## src/rtl/exu_pkg.sv

```systemverilog
// ---------------------------------------------------------------------------
// exu_pkg
// Shared definitions for the execution-unit sequencer: FSM state encoding,
// trap cause codes, execution-unit index constants and parameter defaults.
// No ports.
// ---------------------------------------------------------------------------
package exu_pkg;

    localparam int NUM_UNITS_DEF   = 8;
    localparam int EXEC_CYCLES_DEF = 4;
    localparam int STALL_MAX_DEF   = 255;

    // Bit positions of each execution unit in the one-hot select/enable vectors.
    localparam int EXU_IMM = 0;   // immediate ALU
    localparam int EXU_REG = 1;   // register ALU
    localparam int EXU_BR  = 2;   // branch
    localparam int EXU_LSU = 3;   // load/store
    localparam int EXU_MUL = 4;   // multiplier
    localparam int EXU_DIV = 5;   // divider
    localparam int EXU_CSR = 6;   // control/status registers
    localparam int EXU_SYS = 7;   // system / misc

    typedef enum logic [2:0] {
        ST_IDLE   = 3'd0,
        ST_FETCH  = 3'd1,
        ST_DECODE = 3'd2,
        ST_EXEC   = 3'd3,
        ST_RETIRE = 3'd4,
        ST_TRAP   = 3'd5
    } seq_state_e;

    typedef enum logic [1:0] {
        CAUSE_NONE      = 2'd0,
        CAUSE_ILLEGAL   = 2'd1,
        CAUSE_BAD_SEL   = 2'd2,
        CAUSE_STALL_TMO = 2'd3
    } trap_cause_e;

endpackage

```

## src/rtl/exu_seq_ctrl_if.sv

```systemverilog
// ---------------------------------------------------------------------------
// exu_seq_ctrl_if
// Fetch / decode / execution-unit handshake bundle around the sequencer.
//   master (sequencer): drives fetch_req, unit_en, cycle_cnt, pc_upd;
//                       receives fetch_ack, dec_valid, dec_unit_sel,
//                       dec_illegal, unit_stall.
//   slave  (fetch/decoder/units): the opposite directions.
// ---------------------------------------------------------------------------
interface exu_seq_ctrl_if
    import exu_pkg::*;
#(
    parameter int NUM_UNITS = NUM_UNITS_DEF
);

    logic                 fetch_req;
    logic                 fetch_ack;
    logic                 dec_valid;
    logic [NUM_UNITS-1:0] dec_unit_sel;
    logic                 dec_illegal;
    logic [NUM_UNITS-1:0] unit_stall;
    logic [NUM_UNITS-1:0] unit_en;
    logic [3:0]           cycle_cnt;
    logic                 pc_upd;

    modport master (
        output fetch_req, unit_en, cycle_cnt, pc_upd,
        input  fetch_ack, dec_valid, dec_unit_sel, dec_illegal, unit_stall
    );

    modport slave (
        input  fetch_req, unit_en, cycle_cnt, pc_upd,
        output fetch_ack, dec_valid, dec_unit_sel, dec_illegal, unit_stall
    );

endinterface

```

## src/rtl/exu_onehot_chk.sv

```systemverilog
// ---------------------------------------------------------------------------
// exu_onehot_chk
// Combinational classifier for a unit-select vector.
//   vec       in  NUM_UNITS  vector under test
//   is_onehot out 1          exactly one bit set
//   is_zero   out 1          no bit set
// ---------------------------------------------------------------------------
module exu_onehot_chk
    import exu_pkg::*;
#(
    parameter int NUM_UNITS = NUM_UNITS_DEF
) (
    input  logic [NUM_UNITS-1:0] vec,
    output logic                 is_onehot,
    output logic                 is_zero
);

    localparam logic [NUM_UNITS-1:0] ONE = NUM_UNITS'(1);

    // Clearing the lowest set bit leaves zero only when at most one bit was set.
    always_comb begin
        is_zero   = (vec == '0);
        is_onehot = !is_zero && ((vec & (vec - ONE)) == '0);
    end

endmodule

```

## src/rtl/exu_seq_ctrl.sv

```systemverilog
// ---------------------------------------------------------------------------
// exu_seq_ctrl
// Instruction sequencer for the multi-cycle execution units. Requests fetch,
// waits for decode, enables exactly one unit while stepping the shared phase
// counter, and retires with a one-cycle PC-update pulse. Being the only source
// of unit enables keeps the shared regfile buses single-driven.
//   hclk, hrstn  clock, asynchronous active-low reset
//   run          level: start/continue sequencing
//   halt         level: stop after the current instruction retires
//   clr_trap     pulse: leave TRAP
//   bus          exu_seq_ctrl_if.master (fetch, decode, unit enables/stalls,
//                cycle_cnt, pc_upd)
//   trap         sticky trap flag
//   trap_cause   0 none, 1 illegal, 2 bad select, 3 stall timeout
//   instret      retired-instruction counter (wraps)
//   idle         FSM in IDLE
// All outputs are registered.
// ---------------------------------------------------------------------------
module exu_seq_ctrl
    import exu_pkg::*;
#(
    parameter int NUM_UNITS   = NUM_UNITS_DEF,
    parameter int EXEC_CYCLES = EXEC_CYCLES_DEF,  // 3..15
    parameter int STALL_MAX   = STALL_MAX_DEF     // 1..255
) (
    input  logic                  hclk,
    input  logic                  hrstn,
    input  logic                  run,
    input  logic                  halt,
    input  logic                  clr_trap,
    exu_seq_ctrl_if.master        bus,
    output logic                  trap,
    output logic [1:0]            trap_cause,
    output logic [31:0]           instret,
    output logic                  idle
);

    seq_state_e           state_q,  state_nxt;
    logic [NUM_UNITS-1:0] sel_q,    sel_nxt;
    logic [3:0]           cnt_q,    cnt_nxt;
    logic [7:0]           stall_q,  stall_nxt;
    trap_cause_e          cause_q,  cause_nxt;

    logic sel_onehot;
    logic sel_zero;
    logic sel_stall;

    exu_onehot_chk #(.NUM_UNITS(NUM_UNITS)) u_onehot_chk (
        .vec       (bus.dec_unit_sel),
        .is_onehot (sel_onehot),
        .is_zero   (sel_zero)
    );

    // Only the selected unit may hold the final phase.
    assign sel_stall     = |(bus.unit_stall & sel_q);
    assign bus.cycle_cnt = cnt_q;
    assign trap_cause    = cause_q;

    // NOTE: every variable gets a default before the case so no path can
    // leave one unassigned and infer a latch.
    always_comb begin
        state_nxt = state_q;
        sel_nxt   = sel_q;
        cnt_nxt   = cnt_q;
        stall_nxt = stall_q;
        cause_nxt = cause_q;

        unique case (state_q)
            ST_IDLE: begin
                if (run && !halt) state_nxt = ST_FETCH;
            end
            ST_FETCH: begin
                if (bus.fetch_ack) state_nxt = ST_DECODE;
            end
            ST_DECODE: begin
                if (bus.dec_valid) begin
                    if (bus.dec_illegal) begin
                        state_nxt = ST_TRAP;
                        cause_nxt = CAUSE_ILLEGAL;
                    end else if (sel_zero || !sel_onehot) begin
                        state_nxt = ST_TRAP;
                        cause_nxt = CAUSE_BAD_SEL;
                    end else begin
                        state_nxt = ST_EXEC;
                        sel_nxt   = bus.dec_unit_sel;
                        cnt_nxt   = 4'd1;
                        stall_nxt = '0;
                    end
                end
            end
            ST_EXEC: begin
                if (cnt_q != 4'(EXEC_CYCLES)) begin
                    cnt_nxt = cnt_q + 4'd1;
                end else if (!sel_stall) begin
                    state_nxt = ST_RETIRE;
                    sel_nxt   = '0;
                    cnt_nxt   = 4'd0;
                end else if (stall_q == 8'(STALL_MAX - 1)) begin
                    // This stall cycle is the STALL_MAX-th consecutive one.
                    state_nxt = ST_TRAP;
                    cause_nxt = CAUSE_STALL_TMO;
                    sel_nxt   = '0;
                    cnt_nxt   = 4'd0;
                end else begin
                    stall_nxt = stall_q + 8'd1;
                end
            end
            ST_RETIRE: begin
                state_nxt = (halt || !run) ? ST_IDLE : ST_FETCH;
            end
            ST_TRAP: begin
                if (clr_trap) begin
                    state_nxt = ST_IDLE;
                    cause_nxt = CAUSE_NONE;
                end
            end
            default: state_nxt = ST_IDLE;
        endcase
    end

    // Outputs are registered from the next state so they line up with the
    // state they describe without a decode stage after the flops.
    // NOTE: non-blocking assignments keep every flop sampling pre-edge values
    // regardless of statement order.
    always_ff @(posedge hclk or negedge hrstn) begin
        if (!hrstn) begin
            state_q       <= ST_IDLE;
            sel_q         <= '0;
            cnt_q         <= 4'd0;
            stall_q       <= '0;
            cause_q       <= CAUSE_NONE;
            bus.fetch_req <= 1'b0;
            bus.unit_en   <= '0;
            bus.pc_upd    <= 1'b0;
            trap          <= 1'b0;
            instret       <= '0;
            idle          <= 1'b1;
        end else begin
            state_q       <= state_nxt;
            sel_q         <= sel_nxt;
            cnt_q         <= cnt_nxt;
            stall_q       <= stall_nxt;
            cause_q       <= cause_nxt;
            bus.fetch_req <= (state_nxt == ST_FETCH);
            bus.unit_en   <= (state_nxt == ST_EXEC) ? sel_nxt : '0;
            bus.pc_upd    <= (state_nxt == ST_RETIRE);
            trap          <= (state_nxt == ST_TRAP);
            idle          <= (state_nxt == ST_IDLE);
            if (state_nxt == ST_RETIRE) instret <= instret + 32'd1;
        end
    end

endmodule

```

## src/flat_wrapper.sv

```systemverilog
// flat-port wrapper written by rule: the top's interface ports become plain ports
module exu_seq_ctrl_flat import exu_pkg::*;
#(
    parameter int NUM_UNITS   = NUM_UNITS_DEF,
    parameter int EXEC_CYCLES = EXEC_CYCLES_DEF,          
    parameter int STALL_MAX   = STALL_MAX_DEF              
)
  (hclk, hrstn, run, halt, clr_trap, trap, trap_cause, instret, idle, bus_fetch_req, bus_unit_en, bus_cycle_cnt, bus_pc_upd, bus_fetch_ack, bus_dec_valid, bus_dec_unit_sel, bus_dec_illegal, bus_unit_stall);
  exu_seq_ctrl_if #(.NUM_UNITS(NUM_UNITS)) bus_i ();
  input  logic hclk;
  input  logic hrstn;
  input  logic run;
  input  logic halt;
  input  logic clr_trap;
  output logic trap;
  output logic [1:0] trap_cause;
  output logic [31:0] instret;
  output logic idle;
  output wire logic [$bits(bus_i.fetch_req)-1:0] bus_fetch_req;
  output wire logic [$bits(bus_i.unit_en)-1:0] bus_unit_en;
  output wire logic [$bits(bus_i.cycle_cnt)-1:0] bus_cycle_cnt;
  output wire logic [$bits(bus_i.pc_upd)-1:0] bus_pc_upd;
  input wire logic [$bits(bus_i.fetch_ack)-1:0] bus_fetch_ack;
  input wire logic [$bits(bus_i.dec_valid)-1:0] bus_dec_valid;
  input wire logic [$bits(bus_i.dec_unit_sel)-1:0] bus_dec_unit_sel;
  input wire logic [$bits(bus_i.dec_illegal)-1:0] bus_dec_illegal;
  input wire logic [$bits(bus_i.unit_stall)-1:0] bus_unit_stall;
  assign bus_fetch_req = bus_i.fetch_req;
  assign bus_unit_en = bus_i.unit_en;
  assign bus_cycle_cnt = bus_i.cycle_cnt;
  assign bus_pc_upd = bus_i.pc_upd;
  assign bus_i.fetch_ack = bus_fetch_ack;
  assign bus_i.dec_valid = bus_dec_valid;
  assign bus_i.dec_unit_sel = bus_dec_unit_sel;
  assign bus_i.dec_illegal = bus_dec_illegal;
  assign bus_i.unit_stall = bus_unit_stall;
  exu_seq_ctrl #(.NUM_UNITS(NUM_UNITS), .EXEC_CYCLES(EXEC_CYCLES), .STALL_MAX(STALL_MAX)) u_core (.hclk(hclk), .hrstn(hrstn), .run(run), .halt(halt), .clr_trap(clr_trap), .bus(bus_i), .trap(trap), .trap_cause(trap_cause), .instret(instret), .idle(idle));
endmodule
```

## config.mk

```make
export PLATFORM = sky130hd
export DESIGN_NAME = exu_seq_ctrl_flat
export DESIGN_NICKNAME = d
export VERILOG_FILES = /design/src/rtl/exu_pkg.sv /design/src/rtl/exu_seq_ctrl_if.sv /design/src/rtl/exu_onehot_chk.sv /design/src/rtl/exu_seq_ctrl.sv /design/src/flat_wrapper.sv
export SDC_FILE = /design/constraint.sdc
export NUM_CORES = 1
export LEC_CHECK = 0
export BUFFER_PORTS_ARGS = -buffer_cell sky130_fd_sc_hd__buf_2
export CELL_PAD_IN_SITES_DETAIL_PLACEMENT = 1
export CELL_PAD_IN_SITES_GLOBAL_PLACEMENT = 2
export CORE_UTILIZATION = 34
export DETAILED_ROUTE_END_ITERATION = 6
export GPL_TIMING_DRIVEN = 0
export PLACE_DENSITY = 0.87
export SYNTH_ARGS = -nofsm -noshare
export SYNTH_HDL_FRONTEND = slang
export SYNTH_HIERARCHICAL = 1
export SYNTH_SLANG_ARGS = --single-unit
```

## constraint.sdc

```tcl
create_clock -name hclk -period 2.7 [get_ports hclk]
set_input_delay 0.27 -clock hclk [delete_from_list [all_inputs] [get_ports hclk]]
set_output_delay 0.27 -clock hclk [all_outputs]
set_load 0.01 [all_outputs]
```

Word-level counts from Yosys, hierarchy flattened
Cells that the tools add are included.
{ "word_totals": {"ff_bits": 69, "input_bits": 24} }
{ "classes": {"add_sub_neg": 4, "bitwise": 2, "n_eq_ne": 21, "n_mux": 41, "reduce_logical": 18} }
{ "op_table": {"columns": ["cell", "count"], "rows": [
  ["two-way mux 8 bit", 13],
  ["adder 32 x 1 -> 32 bit (second input constant)", 1],
  ["case mux 8 bit (2 select lines)", 2],
  ["two-way mux 3 bit", 9],
  ["two-way mux 4 bit", 6],
  ["case mux 3 bit (6 select lines)", 1],
  ["bitwise AND 8 bit", 2],
  ["logical NOT 8 bit", 2],
  ["two-way mux 2 bit", 7],
  ["AND reduction 7 bit", 2],
  ["== test 3 bit (second input constant)", 4],
  ["inequality test 2 bit (second input constant)", 6],
  ["== test 3 x 2 -> 1 bit (second input constant)", 3],
  ["adder 8 x 1 -> 8 bit (second input constant)", 1],
  ["== test 8 bit (second input constant)", 1],
  ["case mux 4 bit (2 select lines)", 1],
  ["OR reduction 8 bit", 1],
  ["subtractor 8 x 1 -> 8 bit (second input constant)", 1],
  ["== test 3 x 1 -> 1 bit (second input constant)", 2],
  ["logical NOT 3 bit", 2],
  ["case mux 2 bit (3 select lines)", 1],
  ["AND reduction 5 bit", 1],
  ["adder 4 x 1 -> 4 bit (second input constant)", 1],
  ["logical NOT 1 bit", 4],
  ["other kinds (9)", 12]
]} }

Depth between registers and ports, before layout
{ "depth": {"word_depth": 12, "depth_mapped": 9, "ltp_nobuf": 8} }

By module
Netlist, hierarchy kept.
{ "by_module_without_submodules": {"columns": ["module", "seq_area_each_um2", "cells_per_inst", "instances", "area_each_um2"], "rows": [
  ["exu_seq_ctrl", 1727.9, 298, 1, 3270.6],
  ["exu_onehot_chk", 0.0, 14, 1, 115.1]
]} }

Worst setup path after synthesis
OpenSTA, ideal clock, no wires.
{ "synth_path": {"kind": "in2reg", "from": "input port bus_dec_unit_sel[1]", "to": "register u_core.stall_q[7]", "required_ns": 2.623, "slack_ns": 0.481, "path_stages": 8, "t_arrival_ns": 2.141, "setup_ns": 0.077, "cell_sequence": "nor4_2 -> o21ai_0 -> a31oi_1 -> nor3b_2 -> a22o_4 -> o211ai_4 -> or4_1 -> a21oi_1"} }
{ "synth_between": {"elab_chain_len": 8, "word_cells_on_any_way": 10, "cone_classes": "1 x add/sub; 1 x eq/ne; 1 x bitwise; 7 x reduce/logical"} }
{ "synth_lines": {"columns": ["item", "line_no", "rtl"], "rows": [
  ["start, declared", "flat_wrapper.sv:25", "input wire logic [$bits(bus_i.dec_unit_sel)-1:0] bus_dec_unit_sel;"],
  ["subtractor 8 x 1 -> 8 bit", "exu_onehot_chk.sv:23", "is_onehot = !is_zero && ((vec & (vec - ONE)) == '0);"],
  ["bitwise AND 8 bit", "exu_onehot_chk.sv:23", null],
  ["logical NOT 8 bit", "exu_onehot_chk.sv:23", null],
  ["logical AND 1 bit *", "exu_onehot_chk.sv:23", null],
  ["via u_core.sel_onehot", "exu_seq_ctrl.sv:44", "logic sel_onehot;"],
  ["logical NOT 1 bit *", "exu_seq_ctrl.sv:80", "end else if (sel_zero || !sel_onehot) begin"],
  ["logical OR 1 bit *", "exu_seq_ctrl.sv:80", null],
  ["inequality test 2 bit (no source line) *", null, null],
  ["AND reduction 7 bit (no source line) *", null, null],
  ["end signal, assigned", "exu_seq_ctrl.sv:142", "stall_q <= stall_nxt;"],
  ["end, declared", "exu_seq_ctrl.sv:41", "logic [7:0] stall_q, stall_nxt;"]
]} }
Mark *: on every way through the listed nets, which the timed path passes. The rest lies on a longest branch.
A chain may end at the register's enable or synchronous reset.

Worst setup path in the final report
Same ends and word-level chain as after synthesis.

==> impl_metrics.tcl <==
set metrics [dict create \
    rsz0062_at_grt "false" \
    fillers 1141 \
    ir_drop_mv 0.2563 \
    synth-seq-cells 69 \
    cp_cell_sequence "buf_2 -> nor4_2 -> o21ai_0 -> a31oi_1 -> nor3b_2 -> a22o_4 -> o211ai_4 -> or4_1 -> a21oi_1" \
    synth-async-reset-ratio_pct 100.0 \
    post_drt_wl_per_cell_um 15.19 \
    worst_setup_path_end_kind "flip-flop" \
    drc 0 \
    die_area_mm2 0.01036 \
    synth_top_area_share_pct 50.26 \
    hold_path_class "input pin to asynchronous set/reset pin" \
    cts_buffers 9 \
    cts.htree.levels 3 \
    yosys_warnings 6 \
    antenna_left 0 \
    ys_types 59 \
    syn_nets 341 \
    grt_overflow 0 \
    syn_inst 312 \
    grt_max_degree 70 \
    insertion_delay_ns 0.34 \
    vias 2706 \
    grt_pass1_wl_um 13570 \
    relSlewSlack_pct 41.56 \
    critPathMaxFanout 10 \
    rows 36 \
    max_freq_mhz 423.9 \
    viasPerCell 5.067 \
    clock_sinks 69 \
    area.sequential_mm2 0.001728 \
    wl_um 8113 \
    num_io_pins 74 \
    synth_edf_count 0 \
    leakage_nw 2.030 \
    clkTransAtPathRegs_ns 0.08 \
    clockRootBuffer "clkbuf_8" \
    nNetsFinal 425 \
    routabilityCongestion 0.7481 \
    post_cts_buffers 0 \
    crit_path_max_incr_delay_ns 0.52 \
    pre_cts_slack_ns -0.02152 \
    power_mw 2.824 \
    dr.pass1.iters 4 \
    worst_pin_slew_ns 0.8766 \
    start_util_pct 34.80 \
    yosysTopAreaCell "dfrtp_1" \
    cts_resized 0 \
    cts_hold_buf 0 \
    multiInputGateArea_mm2 0.001556 \
    synth.cell_area_mm2 0.003386 \
    arrival_ns 2.63 \
    die_y_um 101.8 \
    drt_first_iter_violations 58 \
    setup_violations 0 \
    worst_path_dominant_cell_family "simple AND/OR/NAND/NOR gates" \
    synthTopCellsByArea "dfrtp_1, xnor2_1, nand2_1" \
    die_width_um 101.8 \
    hold_ws_ns 0.03468 \
    cp.buffers_inverters 1 \
    critPathSlowestCell "or4_1" \
    track_usage_pct 16.80 \
    areaGrowthSynthToFinish_pct 23.10 \
    finalHoldViolCount 0 \
    syn_area_per_cell_um2 10.85 \
    final_cells 534 \
    drive_gt1_share_pct 28.43 \
    crit_path_start_kind "input pin" \
    antenna_cells 0 \
    place_area_mm2 0.003920 \
    antenna_found_initial 0 \
    finalMaxSlewViolations 0 \
    tritoncts "done" \
    setup_ws_ns 0.3410 \
    final.setup_skew_ns 0.007709 \
    power_density_mw_per_mm2 677.7 \
    seq_area_frac_synth_pct 51.03 \
    status "finished, final reports clean" \
    fin_crit_ns 2.359 \
    io_buffers 73 \
    setup.worst_path.class "input pin to flip-flop" \
    synth_ff_type "dfrtp_1" \
    cts.path.max_buffers 2 \
    cp.required_ns 2.97 \
    finalCritPeriodShare_pct 87.37 \
    dp.cells 518 \
    drv_cap 0 \
    grt_pass1_vias 2780 \
    fin_area_mm2 0.004168 \
    core_mm2 0.009729 \
    dp_hpwl_um 5951 \
]
-- per-layer routing --
| layer | track usage (%) | wire length, um | vias up |
|---|---|---|---|
| li1 | - | - | 1296 |
| met1 | 21.47 | 3733 | 1347 |
| met2 | 28.79 | 4003 | 52 |
| met3 | 3.175 | 276 | 11 |
| met4 | 5.017 | 100 | 0 |
| met5 | 0 | 0 | - |
-- flip-flops by register name, summed over array words and instances (netlist names) --
| name | count |
|---|---|
| u_core/bus.cycle_cnt | 4 |
| u_core/trap | 1 |
| u_core/bus.pc_upd | 1 |
| u_core/stall_q | 8 |
| u_core/bus.unit_en | 8 |
| u_core/sel_q | 8 |
| u_core/idle | 1 |
| u_core/bus.fetch_req | 1 |
| u_core/trap_cause | 2 |
| u_core/state_q | 3 |
| u_core/instret | 32 |
-- cells in the final DEF (no fill, tap or decap), types with 6 or more instances in the layout --
cell type	n
a21oi_1	16
clkbuf_8	10
buf_2	81
or3_1	7
and3_1	11
inv_1	10
nand3_1	15
nand2_1	24
a22oi_1	7
nor2_1	10
a22o_1	6
o21ai_0	10
nor2b_1	8
xnor2_1	27
nand4_1	12
dfrtp_1	68
-- metrics by stage --
step                TNS [ns]  util [%]
floorplan                  0         -
global placement           0     40.26
detailed placement  -0.02152     40.29
global route               0     42.84
finish                     0     42.84
CTS                        0     42.84
-- cells by family (layout without fill, tap and decap cells) --
group,after synthesis,after routing,synth area share [%]
AND/OR/NAND/NOR,124,124,22.40
AO/OA/AOI/OAI,57,57,12.20
multiplexers,3,3,0.9608
flip-flops,69,69,51.03
adder cells (fa/ha/maj),6,6,2.143
buffers and inverters,21,110,2.993
XOR/XNOR,32,32,8.278
-- final cells by class --
| cell class | count | area share (%) |
|---|---|---|
| inverters | 10 | 0.9006 |
| flip-flops and latches | 69 | 41.46 |
| well taps | 133 | 3.993 |
| repair buffers | 73 | 8.826 |
| plain buffers | 11 | 1.531 |
| clock inverters | 5 | 2.552 |
| multi-input cells | 222 | 37.35 |
| clock buffers | 11 | 3.392 |
-- report_power, final --
group	total, mW	switching (mW)	internal, mW
clock network	1.05	0.406	0.643
registers	1.20	0.0735	1.13
logic	0.574	0.338	0.236
-- synth_stat cells (2+ instances only) --
master and count:
a21oi_1 16, a22o_1 6, a22oi_1 7, a31oi_1 2, and2_1 3, and3_1 11
and3b_1 2, and4_1 5, buf_2 9, dfrtp_1 68, ha_1 5, inv_1 10
mux2_2 2, nand2_1 24, nand2b_1 2, nand3_1 15, nand3b_1 2, nand4_1 12
nor2_1 10, nor2b_1 8, nor3_1 5, nor4b_1 3, o21a_1 2, o21ai_0 10
o31ai_1 2, or3_1 7, or4_1 2, xnor2_1 27, xor2_1 5
-- path summary, 6_finish.rpt --
kind	start	endpoint	slack, ns	depth (start not counted)
worst min-delay path	hrstn	u_core/instret[4]	0.03	1
worst max-delay path	bus_dec_unit_sel[1]	u_core/stall_q[7]	0.34	9
worst min register to register	u_core/instret[31]	u_core/instret[31]	0.46	1
min in group hclk	halt	u_core/bus.fetch_req	0.22	3
worst max register to register	u_core/bus.cycle_cnt[0]	u_core/instret[28]	0.59	9
max in group asynchronous	hrstn	u_core/bus.unit_en[5]	2.08	1
No activity file was read; power rests on OpenSTA's default activity.
